### config.mk
export PLATFORM = sky130hd
export DESIGN_NAME = demux8_sched
export DESIGN_NICKNAME = d
export VERILOG_FILES = /design/src/rtl/demux8_sched.sv
export SDC_FILE = /design/constraint.sdc
export NUM_CORES = 1
export LEC_CHECK = 0
export CELL_PAD_IN_SITES_DETAIL_PLACEMENT = 1
export CELL_PAD_IN_SITES_GLOBAL_PLACEMENT = 2
export CORE_MARGIN = 2
export CORE_UTILIZATION = 24
export DETAILED_ROUTE_END_ITERATION = 12
export PLACE_DENSITY_LB_ADDON = 0.1
export SLEW_MARGIN = 0
export SYNTH_ARGS = -nofsm -noshare
export SYNTH_HDL_FRONTEND = slang
export SYNTH_SLANG_ARGS = --single-unit
### constraint.sdc
create_clock -name clk -period 1.6 [get_ports clk]
set_input_delay 0.32 -clock clk [delete_from_list [all_inputs] [get_ports clk]]
set_output_delay 0.32 -clock clk [all_outputs]
set_load 0.03 [all_outputs]
### src/rtl/demux8_sched.sv
// Sequencing controller for a 1-to-8 demux: one-entry hold register, round-robin or addressed steering.
// Optional feature: define DEMUX8_SKIP_BUSY_EN so round-robin capture skips channels that are not ready.
module demux8_sched #(
  parameter int DATA_W = 8,
  parameter int CNT_W  = 16
) (
  input  logic              clk,
  input  logic              rst_n,
  input  logic              mode,
  input  logic              in_valid,
  output logic              in_ready,
  input  logic [DATA_W-1:0] in_data,
  input  logic [2:0]        in_dest,
  output logic [DATA_W-1:0] out_data,
  output logic [7:0]        out_valid,
  input  logic [7:0]        out_ready,
  output logic [2:0]        sel,
  output logic [CNT_W-1:0]  xfer_cnt,
  output logic              fsm_state
);

  // Handshake: a word moves on any edge where valid and ready are both high;
  // the producer keeps valid/data stable until then, and ready never depends on valid.
  typedef enum logic {IDLE = 1'b0, SEND = 1'b1} state_t;

  state_t     state, state_next;
  logic [2:0] rr_ptr;
  logic [2:0] rr_choice;
  logic       held_mode;
  logic       accept;
  logic       deliver;

  assign fsm_state = state;

`ifdef DEMUX8_SKIP_BUSY_EN
  logic [2:0] idx;
  logic       found;
  always_comb begin
    rr_choice = rr_ptr;
    idx       = 3'd0;
    found     = 1'b0;
    for (int i = 0; i < 8; i++) begin
      idx = rr_ptr + 3'(i);
      if (!found && out_ready[idx]) begin
        rr_choice = idx;
        found     = 1'b1;
      end
    end
  end
`else
  always_comb begin
    rr_choice = rr_ptr;
  end
`endif

  always_comb begin
    state_next = state;
    in_ready   = 1'b0;
    out_valid  = 8'd0;
    accept     = 1'b0;
    deliver    = 1'b0;
    case (state)
      IDLE: begin
        in_ready = 1'b1;
        accept   = in_valid;
        if (in_valid) state_next = SEND;
      end
      SEND: begin
        out_valid = 8'b1 << sel;
        deliver   = out_ready[sel];
        if (out_ready[sel]) state_next = IDLE;
      end
      default: state_next = IDLE;
    endcase
  end

  always_ff @(posedge clk or negedge rst_n) begin
    if (!rst_n) begin
      state     <= IDLE;
      rr_ptr    <= 3'd0;
      sel       <= 3'd0;
      out_data  <= '0;
      held_mode <= 1'b0;
      xfer_cnt  <= '0;
    end else begin
      state <= state_next;
      if (accept) begin
        out_data  <= in_data;
        sel       <= mode ? in_dest : rr_choice;
        held_mode <= mode;
      end
      if (deliver) begin
        xfer_cnt <= xfer_cnt + 1'b1;
        // Only round-robin deliveries move the pointer; held_mode isolates later mode changes.
        if (!held_mode) rr_ptr <= sel + 3'd1;
      end
    end
  end

endmodule

==> summary.md <==
| Metric | Value |
|---|---|
| TNS Setup | `-1.53 ns` |
| Worst slew margin | `76.9%` |
| Synthesized Nets | `174` |
| Minimum clock period | `around 1.7 ns` |
| Vias in the first global route | `1523` |
| Gr usage total | `13.5%` |
| Core Area | `roughly 0.0067 sq mm` |
| Initial Utilization | `24.6%` |
| Chip height | `87.0 um` |
| Flops & latches, synth | `32` |
| Fin. max-slew vios | `0` |
| RSZ-0062 raised after global routing | `yes` |
| CP max FO | `8` |
| Chip width | `87.0 um` |
| Clock Skew | `around 0.0087 ns` |
| Cell area after synthesis | `0.00165 sq mm` |
| Buf/Inv on CP | `2` |
| Final hold viol count | `0` |
| Yosys Warn Count | `0` |
| Critical path's top delay family | `multiplexers` |
| Layout Nets | `256` |
| CTS root buffer | `clkbuf_8` |
| CP max-delay cell | `dfrtp_2` |
| Cells after synthesis | `roughly 140` |
| Worst-path cell chain | `buf_8 -> mux2i_2 -> a221oi_4 -> buf_6 -> and2_4 -> mux2_4` |
| Drt first-iter violations | `32` |
| GR Overflow Total | `0` |
| R2R cell count | `6` |
| Die area | `0.00757 sq mm` |
| CTS hold repair buffers | `0` |
| EDFF count, synth | `0` |
| Final Total Pwr | `5.09 mW` |
| CTS tree | `built` |
| Crit. End Element | `register` |
| Status | `complete, but fails checks` |
| Clk slew on worst S/H paths | `0.08 ns` |
| R2r setup slk | `-0.12 ns` |
| Dpl hpwl | `approximately 3.5 mm` |
| Class of the worst hold path | `in -> async` |
| Avg Inst Size Synth | `approximately 11 sq um` |
| Critical Path AT | `1.90 ns` |
| Max_cap viols | `0` |
| First-pass DRT Iterations | `4` |
| Drt drc | `0` |
| Failing checks | `negative setup slack` |
| Layout Area Growth over Synthesis | `63.3%` |
| Worst path max stage delay | `roughly 0.42 ns` |
| Clk_lat worst skew | `0.29 ns` |
| Post-Route WL | `4.78 mm` |
| Largest net degree at the start of global routing | `33` |
| Input/output buffers | `59` |
| Worst R2R Start | `sel[0]` |
| Final period util | `107%` |
| Crit Path Class | `reg -> reg` |
| Worst vdd ir | `0.808 mV` |
| Worst slew pin tran | `0.348 ns` |
| Sequential area share after synthesis | `48.4%` |
| Vias | `1390` |
| Synth area leader | `dfrtp_1` |
| Post-route ant nets | `0` |
| Critical Path RT | `1.78 ns` |
| H-tree levels | `2` |
| Via/cell ratio | `4.53` |
| Nature of the critical path startpoint | `register` |
| Lkg Pwr | `1.26 nW` |
| Num CTS Buffers | `5` |
| Reg2reg end | `xfer_cnt[1]` |
| Avg WL per Cell | `15.6 um` |
| Io pins | `60` |
| Synth cell types | `26` |
| First-pass GRT wire length | `7.79 mm` |
| Rows | `30` |
| CTS Buffer Depth | `2` |
| Ys flop type | `dfrtp_1` |
| Clk sink count | `32` |
| Crit path to | `xfer_cnt[1]` |
| Max frequency | `~580 MHz` |
| Cell Pwr Density | `1890 mW/mm^2` |
| Critical path depth | `6` |
| Largest cells by area after synthesis | `dfrtp_1, xnor2_1, mux2_2` |
| Top cell type's share of synthesized area | `between 40% and 50%` |
| Final setup fails | `27` |
| Beginning of the critical path | `sel[0]` |
| Initial antenna violation count | `0` |
| Share of cells above drive strength 1 | `33.5%` |
| Gp weighted congestion | `between 0.7 and 0.8` |
| Place WS | `-0.389 ns` |
| ANT cells | `0` |
| PnR worst setup slack | `-0.119 ns` |
| Ys async rst share | `100%` |
==> cells in the final DEF, fill, tap and decap left out, drive strengths merged <==
cell type      synthesis  final
a21oi                  3      3
a221oi                 1      1
a22oi                  1      1
and2                   4      4
and3                  14     14
buf                    4     32
bufinv                 0      1
clkbuf                 2      5
clkdlybuf4s50          0     22
clkinv                 0      1
clkinvlp               0      1
dfrtp                 32     32
dlygate4sd2            0     27
ha                     7      7
inv                    6      6
mux2                  12     12
mux2i                  8      8
nand2                  3      3
nand3                  7      7
nand3b                 1      1
nand4                  9      9
nor2                   8      8
nor2b                  4      4
nor3                   2      2
nor4                   1      1
xnor2                 13     13
xor2                   2      2
==> metal layers <==
metal  GRT usage [%]  wire, um  vias to the layer above
met4            3.84        42                        0
li1                -         -                      666
met1            16.8      2140                      679
met2            23.2      2420                       40
met5               0         0                        -
met3            3.41       186                        5
==> kinds of logic (layout without fill, tap and decap cells) <==
group	count (synthesis)	count (layout)	synth area share, %
AO/OA/AOI/OAI	5	5	3.26
XOR/XNOR	15	15	7.95
adder cells (fa/ha/maj)	7	7	5.30
buffers and inverters	12	95	3.56
flip-flops	32	32	48.4
multiplexers	20	20	13.5
AND/OR/NAND/NOR	53	53	18.0
==> sequential cells by signal, indices dropped and copies added, names as in the netlist <==
name and flops:
fsm_state 1, held_mode 1, sel 3, out_data 8
xfer_cnt 16, rr_choice 3
==> worst min-delay path by stage <==
| stage | from | slack, ns | endpoint | cells after the start |
|---|---|---|---|---|
| after floorplan | rst_n | 0.02 | fsm_state | 0 |
| after global placement | xfer_cnt[15] | 0.46 | xfer_cnt[15] | 1 |
| after detailed placement | xfer_cnt[15] | 0.48 | xfer_cnt[15] | 1 |
| after CTS | rst_n | 0.41 | rr_choice[2] | 2 |
| after global routing | rst_n | 0.41 | rr_choice[2] | 2 |
| final | rst_n | 0.41 | out_data[7] | 2 |
==> final cells by class <==
class | instances | area, sq um
Sequential cell | 32 | 803
Tap cell | 80 | 100
Clock inverter | 3 | 42.5
Clock buffer | 5 | 68.8
Inverter | 6 | 25.0
Fill cell | 727 | 4020
Timing Repair Buffer | 81 | 763
Multi-Input combinational cell | 100 | 896
==> timing repair <==
| action | CTS | global route |
|---|---|---|
| gates resized for setup | 57 | 11 |
| endpoints found under the setup margin | 55 | 29 |
| setup buffers | 2 | 0 |
| pin swaps | 5 | 11 |
==> power breakdown <==
| group | switching, mW | internal [mW] |
|---|---|---|
| Sequential | 0.227 | 1.10 |
| Clock | 0.330 | 0.461 |
| Combinational | 1.61 | 1.36 |
==> stage by stage <==
step           hold slack, ns  instance area, sq um  std cells  utilization [%]
2_1_floorplan          0.0244                  1700        144                -
3_3_place_gp            0.462                  2490        297             37.1
3_5_place_dp            0.477                  2490        297             37.1
4_1_cts                 0.408                  2660        307             39.6
5_1_grt                 0.408                  2700        307             40.2
6_report                0.406                  2700        307             40.2
==> worst reg2reg max path, cell delays in order, from the launching register on <==
cell	delay, ns
dfrtp_2	0.42
buf_8	0.15
mux2i_2	0.17
a221oi_4	0.27
buf_6	0.17
and2_4	0.16
mux2_4	0.29
==> cell usage after synthesis (all sizes together) (2+ instances only) <==
library cell  number
ha                 7
nand3              7
nand4              9
xnor2             13
and3              14
mux2i              8
dfrtp             32
a21oi              3
nor2b              4
clkbuf             2
xor2               2
nor3               2
nor2               8
and2               4
buf                4
mux2              12
inv                6
nand2              3
Power figures use the tool's default switching activity.
